$ cat config.mk
export PLATFORM = sky130hd
export DESIGN_NAME = fifo_ctrl_sw_ar
export DESIGN_NICKNAME = d
export VERILOG_FILES = /design/src/rtl/fifo_ctrl_sw_ar.sv
export SDC_FILE = /design/constraint.sdc
export NUM_CORES = 1
export LEC_CHECK = 0
export CORE_MARGIN = 5
export CORE_UTILIZATION = 42
export CTS_CLUSTER_SIZE = 30
export DETAILED_ROUTE_END_ITERATION = 7
export GPL_TIMING_DRIVEN = 0
export PLACE_DENSITY = 0.78
export REMOVE_ABC_BUFFERS = 1
export SLEW_MARGIN = 20
export SYNTH_ARGS = -nofsm -noshare
export SYNTH_HDL_FRONTEND = slang
export SYNTH_SLANG_ARGS = --single-unit
$ cat constraint.sdc
create_clock -name clk -period 3.7 [get_ports clk]
set_input_delay 0.555 -clock clk [delete_from_list [all_inputs] [get_ports clk]]
set_output_delay 0.555 -clock clk [all_outputs]
set_load 0.005 [all_outputs]
$ cat src/rtl/fifo_ctrl_sw_ar.sv
// rtl/fifo_ctrl_sw_ar.sv - FWFT FIFO controller for a sync-write / async-read 2-port memory
module fifo_ctrl_sw_ar #(
  parameter int W        = 8,
  parameter int D        = 128,
  parameter int AF_LEVEL = D - 2,
  localparam int DW      = $clog2(D),
  localparam int CW      = $clog2(D + 1)
) (
  input  logic          clk,
  input  logic          rst,
  input  logic          flush,
  input  logic          in_valid,
  output logic          in_ready,
  input  logic [W-1:0]  in_data,
  output logic          out_valid,
  input  logic          out_ready,
  output logic [W-1:0]  out_data,
  output logic [CW-1:0] count,
  output logic          almost_full,
  output logic          mem_we,
  output logic [DW-1:0] mem_waddr,
  output logic [W-1:0]  mem_wdata,
  output logic [DW-1:0] mem_raddr,
  input  logic [W-1:0]  mem_rdata
);

  localparam logic [CW-1:0] FULL_CNT = CW'(D);
  localparam logic [CW-1:0] AF_CNT   = CW'(AF_LEVEL);
  localparam logic [DW-1:0] LAST_PTR = DW'(D - 1);

  logic [DW-1:0] wptr;
  logic [DW-1:0] rptr;
  logic          full;
  logic          empty;
  logic          push;
  logic          pop;
  logic [DW-1:0] wptr_nxt;
  logic [DW-1:0] rptr_nxt;

  // Status and handshakes derive only from count, so neither ready nor valid
  // looks at the opposite side's handshake input.
  assign full        = (count == FULL_CNT);
  assign empty       = (count == '0);
  assign in_ready    = !full;
  assign out_valid   = !empty;
  assign almost_full = (count >= AF_CNT);
  assign push        = in_valid & in_ready;
  assign pop         = out_valid & out_ready;

  // A write landing in the same cycle as a clear would leave no trace in
  // the pointers, but it is still suppressed so the memory sees no stray write.
  assign mem_we    = push & !rst & !flush;
  assign mem_waddr = wptr;
  assign mem_wdata = in_data;
  assign mem_raddr = rptr;
  assign out_data  = mem_rdata;

  // Explicit wrap compare keeps non-power-of-two depths correct.
  assign wptr_nxt = (wptr == LAST_PTR) ? '0 : wptr + DW'(1);
  assign rptr_nxt = (rptr == LAST_PTR) ? '0 : rptr + DW'(1);

  // Pointer and occupancy state; rst beats flush, and both beat push/pop.
  always_ff @(posedge clk) begin
    if (rst || flush) begin
      wptr  <= '0;
      rptr  <= '0;
      count <= '0;
    end else begin
      if (push) wptr <= wptr_nxt;
      if (pop)  rptr <= rptr_nxt;
      case ({push, pop})
        2'b10:   count <= count + CW'(1);
        2'b01:   count <= count - CW'(1);
        default: count <= count;
      endcase
    end
  end

  // Occupancy can never exceed the depth.
  assert property (@(posedge clk) disable iff (rst) count <= FULL_CNT);

endmodule

# Yosys cells after proc, flatten, opt, wreduce, memory -nomap -nowiden
# Cells that the tools add are included.
[word_totals]
register_bits = 22
[classes]
n_eq_ne = 5
order_cmp = 1
n_reduce_logical = 7
add_sub_neg = 4
n_mux = 3
bitwise = 4
[ops]
columns = ["op", "n"]
rows = [
  ["$pmux 8 s2", 1],
  ["$add 7x1->7 const B", 2],
  ["$eq 7x7->1 const B", 2],
  ["$mux 7", 2],
  ["$add 8x1->8 const B", 1],
  ["$eq 8x8->1 const B", 1],
  ["$ge 8x7->1 const B", 1],
  ["$logic_not 8->1", 1],
  ["$sub 8x1->8 const B", 1],
  ["$and 1x1->1", 4],
  ["$logic_not 1->1", 4],
  ["$eq 2x1->1 const B", 1],
  ["$eq 2x2->1 const B", 1],
  ["$reduce_bool 2->1", 1],
  ["$logic_or 1x1->1", 1],
]

# Depth between registers and ports, before layout
# Gate-level depths: netlist of run 1.
[logic_depth]
ltp_word = 5
depth_mapped = 12

# Worst setup path before layout of run 1
# OpenSTA, ideal clock, no wires.
[synth_timing]
path_type = "register to register"
startpoint = "register count[1]"
endpoint = "register count[7]"
setup_ns = 0.123
required_time_ns = 3.577
arrival_ns = 2.786
setup_slack_ns = 0.791
n_path_buf = 0
stages_incl_launch_ff = 11
period_less_slack_ns = 2.909
path_cell_list = "dfxtp_1 > nor4_4 > nand3_1 > nand2_1 > inv_2 > ha_1 > ha_1 > or4_4 > o22ai_2 > mux2i_1 > mux2_1"
[synth_between]
elab_chain_len = 5
word_cells_on_any_way = 12
classes_between = "add/sub (2); eq/ne (3); mux (1); bitwise (2); reduce/logical (4)"
[synth_lines]
columns = ["item", "line_no", "rtl"]
rows = [
  ["start, declared", "18", "output logic [CW-1:0] count,"],
  ["start signal, assigned", "72", "2'b10: count <= count + CW'(1);"],
  ["start signal, assigned", "73", "2'b01: count <= count - CW'(1);"],
  ["start signal, assigned", "74", "default: count <= count;"],
  ["$logic_not 8->1 (*)", "43", "assign empty = (count == '0);"],
  ["$logic_not 1->1 (*)", "45", "assign out_valid = !empty;"],
  ["net out_valid", "15", "output logic out_valid,"],
  ["$and 1x1->1 (*)", "48", "assign pop = out_valid & out_ready;"],
  ["net pop", "36", "logic pop;"],
  ["$eq 2x1->1 or $eq 2x2->1 (tied branches)", "71", "case ({push, pop})"],
  ["$pmux 8 s2 or $reduce_bool 2->1 (tied branches)", "n/a", ""],
]
# The timed path passes the listed nets; every way through them passes the cells marked *.
# A chain may end at the register's enable or synchronous reset.

# Worst setup path after layout of run 1
[layout_timing]
startpoint = "register count[1]"
endpoint = "register count[7]"
[layout_between]
elab_chain_len = 5
word_cells_on_any_way = 12
classes_between = "add/sub (2); eq/ne (3); mux (1); bitwise (2); reduce/logical (4)"
[layout_lines]
columns = ["item", "line_no"]
rows = [
  ["$logic_not 8->1 (*)", "43"],
  ["$logic_not 1->1 (*)", "45"],
  ["$and 1x1->1 (*)", "48"],
  ["net pop", "36"],
  ["$eq 2x1->1 or $eq 2x2->1 (tied branches)", "71"],
  ["$pmux 8 s2 or $reduce_bool 2->1 (tied branches)", "n/a"],
]
# Marks and branches as above.

==> reports/metrics.yaml, run 1 <==
finish:
  ff_latch_area_um2: 440
  final_nets: 219
  drive_above_1_share_pct: 6.42
  multi_input_area_um2: 818
  n_fill_cell: 333
  diodes: 0
  fin_area_mm2: 0.00168
  area_delta_synth_final_pct: 18.2
synthesis:
  synth_cells: 173
  synthSimpleGateAreaFrac_pct: 26.4
  ys_warn_count: 0
  synth-main-ff-cell: "dfxtp_1"
  netlist_area_mm2: 0.00142
  synth_edf_count: 0
  synthMuxAreaShare_pct: 1.49
  synth-seq-cells: 22
  synth_top_family_by_area: "simple AND/OR/NAND/NOR gates"
  synth.distinct_cells: 39
  avgSynthCellArea_um2: 8.23
  synth_adder_area_share_pct: 9.31
  synth-seq-area-share_pct: 30.9
  synth_xor_area_share_pct: 6.77
  synthArstFlopShare_pct: 0
  synth-compound-area-share_pct: 13.4
placement:
  pre_cts_slack_ns: 0.195
  hpwl_mm: 2.45
  portBuffers: 30
  gp_congestion: 0.849
  postPlaceCellArea_mm2: 0.00165
clock_tree:
  cts_tree: "yes"
  cts-htree-levels: 1
  cts_buffer_depth: 2
  insertion_delay_ns: 0.30
  hold_buffers: 0
  cts_root_buf: "clkbuf_4"
  post-cts-setup-buffers: 0
  cts_sinks: 22
  cts_buffers: 3
  cts-resized-gates: 0
  path_clk_slew_ns: 0.12
worst_hold_path:
  hp-class: "flip-flop to flip-flop"
critical_path:
  end_kind: "flip-flop"
  critical_path_class: "flip-flop to flip-flop"
  reg2reg_to: "count[7]$_SDFFE_PP0P_"
  cp.required_ns: 3.91
  reg2reg_depth: 10
  r2r-start: "count[1]$_SDFFE_PP0P_"
  cp_data_arrival_time_ns: 3.43
  r2r_slack_ns: 0.48
  crit_fanout: 8
  endpoint: "count[7]$_SDFFE_PP0P_"
  startpoint: "count[1]$_SDFFE_PP0P_"
  startpoint_type: "flip-flop"
timing:
  hold_ws_ns: 0.490
  max-slew-margin-rel_pct: 66.1
  skew_ns: 0.00129
  maxSlewViolCount: 0
  min_period_over_period_pct: 87.0
  setup_ws_ns: 0.480
  setup_viol: 0
  fin_crit_ns: 3.22
  finalSetupTns_ns: 0
  worst_pin_slew_ns: 0.508
  max_freq_mhz: 311
  rsz0062_at_grt: "no"
  finalHoldViolations: 0
global_routing:
  grt_pass1_wl_mm: 5.33
  antenna_found_initial: 0
  grt_pass1_vias: 1147
  grt_usage_pct: 15.1
  grt_overflow_total: 0
  grt_max_degree: 23
pwr:
  power_frac_clock_pct: 28.6
  ir_drop_mv: 0.135
  comb_power_share_pct: 18.0
  power_leakage_uw: 0.000634
  fin_total_pwr_uw: 465
  power_frac_seq_pct: 53.4
  p_int_uw: 338
  powerDensity_mw_per_mm2: 276
  switchingPower_uw: 126
  p_sw_share_pct: 27.2
detailed_routing:
  routed_via_density: 5.23
  first_iter_violations: 26
  wl_per_cell_um: 13.8
  drt_first_pass_iters: 4
  ant_nets: 0
  drt-total-wl_mm: 3.23
  drc: 0
  vias: 1219
die:
  start_util_pct: 43.0
  core_mm2: 0.00331
  io_pins: 63
  die_height_um: 68.2
  die_w_um: 68.2
  die_area_mm2: 0.00465
  rows: 21
job:
  maxCapViolations: 0
outcome:
  outcome: "completed"
-- synth_stat cells, types with 3 or more instances --
cell / instances / area [µm²]
nand3_1: 8 / 40.0
o21ai_0: 7 / 35.0
nand2_1: 14 / 52.6
inv_1: 7 / 26.3
o21a_1: 3 / 22.5
xor2_1: 10 / 87.6
dfxtp_1: 22 / 440
nand4_1: 8 / 50.1
ha_1: 9 / 113
clkbuf_1: 3 / 11.3
buf_4: 16 / 120
a21oi_1: 8 / 40.0
nor2_1: 23 / 86.3
nor3_1: 4 / 20.0
-- registers in the layout (all words and copies together), names as in the netlist --
name / cells
mem_waddr: 7
mem_raddr: 7
count: 8
-- worst min path at each step --
stage          slack (ns)                   endpoint  cells after the start                 startpoint
2_1_floorplan        0.46  mem_waddr[5]$_SDFFE_PP0P_                      2  mem_waddr[5]$_SDFFE_PP0P_
3_3_place_gp         0.47  mem_waddr[5]$_SDFFE_PP0P_                      2  mem_waddr[5]$_SDFFE_PP0P_
3_5_place_dp         0.47  mem_waddr[5]$_SDFFE_PP0P_                      2  mem_waddr[5]$_SDFFE_PP0P_
4_1_cts              0.49  mem_waddr[5]$_SDFFE_PP0P_                      2  mem_waddr[5]$_SDFFE_PP0P_
5_1_grt              0.51  mem_waddr[5]$_SDFFE_PP0P_                      2  mem_waddr[5]$_SDFFE_PP0P_
6_report             0.49  mem_waddr[5]$_SDFFE_PP0P_                      2  mem_waddr[5]$_SDFFE_PP0P_
-- area by class of cell --
class	count	share of cell area [%]
clock buffer	4	2.16
inverter	8	1.78
multi-input combinational	123	48.6
sequential	22	26.2
tap	46	3.42
timing repair buffer	30	17.8
-- worst max-delay path, stage by stage (launching register included) --
cell and delay (ns):
dfxtp_1 0.42, nor4_4 0.41, nand3_1 0.20, nand2_1 0.16, inv_2 0.09, ha_1 0.31
ha_1 0.28, or4_4 0.54, o22ai_2 0.15, mux2i_1 0.23, mux2_1 0.33
-- cells in the final DEF, fill, tap and decap left out, drive strengths merged --
master,instances
a2111o,1
a211oi,2
a21o,1
a21oi,8
a31oi,2
and3,2
clkbuf,4
clkdlybuf4s50,30
dfxtp,22
fa,1
ha,9
inv,8
mux2,1
mux2i,1
nand2,14
nand3,9
nand4,8
nor2,23
nor2b,2
nor3,5
nor3b,1
nor4,1
nor4b,1
o211ai,2
o21a,3
o21ai,8
o22ai,1
or2,1
or3,2
or4,3
xnor2,1
xor2,10
-- kinds of logic (layout without fill, tap and decap cells) --
group,Yosys count,after routing
and+or+nand+nor,72,72
AOI/OAI and AO/OA,28,28
buffers and inverters,28,42
DFF,22,22
xor gates and xnor gates,11,11
adders and majority gates,10,10
muxes,2,2
-- metal layers --
| layer | global-route usage, % | up-vias | wire (µm) | part of all wire (%) |
|---|---|---|---|---|
| met5 | 0 | - | 0 | 0 |
| met4 | 4.47 | 0 | 18 | 0.56 |
| met3 | 7.06 | 2 | 329 | 10 |
| met2 | 23.7 | 50 | 1490 | 46 |
| met1 | 18.4 | 549 | 1390 | 43 |
| li1 | - | 618 | - | - |
-- power by group through the flow --
stage	logic, µW	registers, µW	clock network, µW
final	83.7	248	133
after global routing	93.6	250	153
after CTS	84.2	248	140
after detailed placement	83.5	254	0
after global placement	81.9	254	0
after floorplan	53.0	253	0
-- stage by stage --
stage / utilization, % / instances
floorplan: - / 153
finish: 50.8 / 233
CTS: 50.8 / 233
detailed placement: 49.7 / 229
global route: 50.8 / 233
global placement: 49.7 / 229
(Power assumes the default switching activity.)
==> run 2, diff against run 1 <==
--- a/config.mk
+++ b/config.mk
@@ -5,6 +5,7 @@
 export SDC_FILE = /design/constraint.sdc
 export NUM_CORES = 1
 export LEC_CHECK = 0
+export CAP_MARGIN = 20
 export CORE_MARGIN = 5
 export CORE_UTILIZATION = 42
 export CTS_CLUSTER_SIZE = 30
@@ -16,3 +17,4 @@
 export SYNTH_ARGS = -nofsm -noshare
 export SYNTH_HDL_FRONTEND = slang
 export SYNTH_SLANG_ARGS = --single-unit
+export TNS_END_PERCENT = 1
==> results of run 2 <==
Final layout, timing and power as in run 1 (identical DEF).
==> run 3, diff against run 2 <==
--- a/config.mk
+++ b/config.mk
@@ -5,7 +5,7 @@
 export SDC_FILE = /design/constraint.sdc
 export NUM_CORES = 1
 export LEC_CHECK = 0
-export CAP_MARGIN = 20
+export CAP_MARGIN = 5
 export CORE_MARGIN = 5
 export CORE_UTILIZATION = 42
 export CTS_CLUSTER_SIZE = 30
==> results of run 3 <==
Final layout, timing and power as in run 1 (identical DEF).
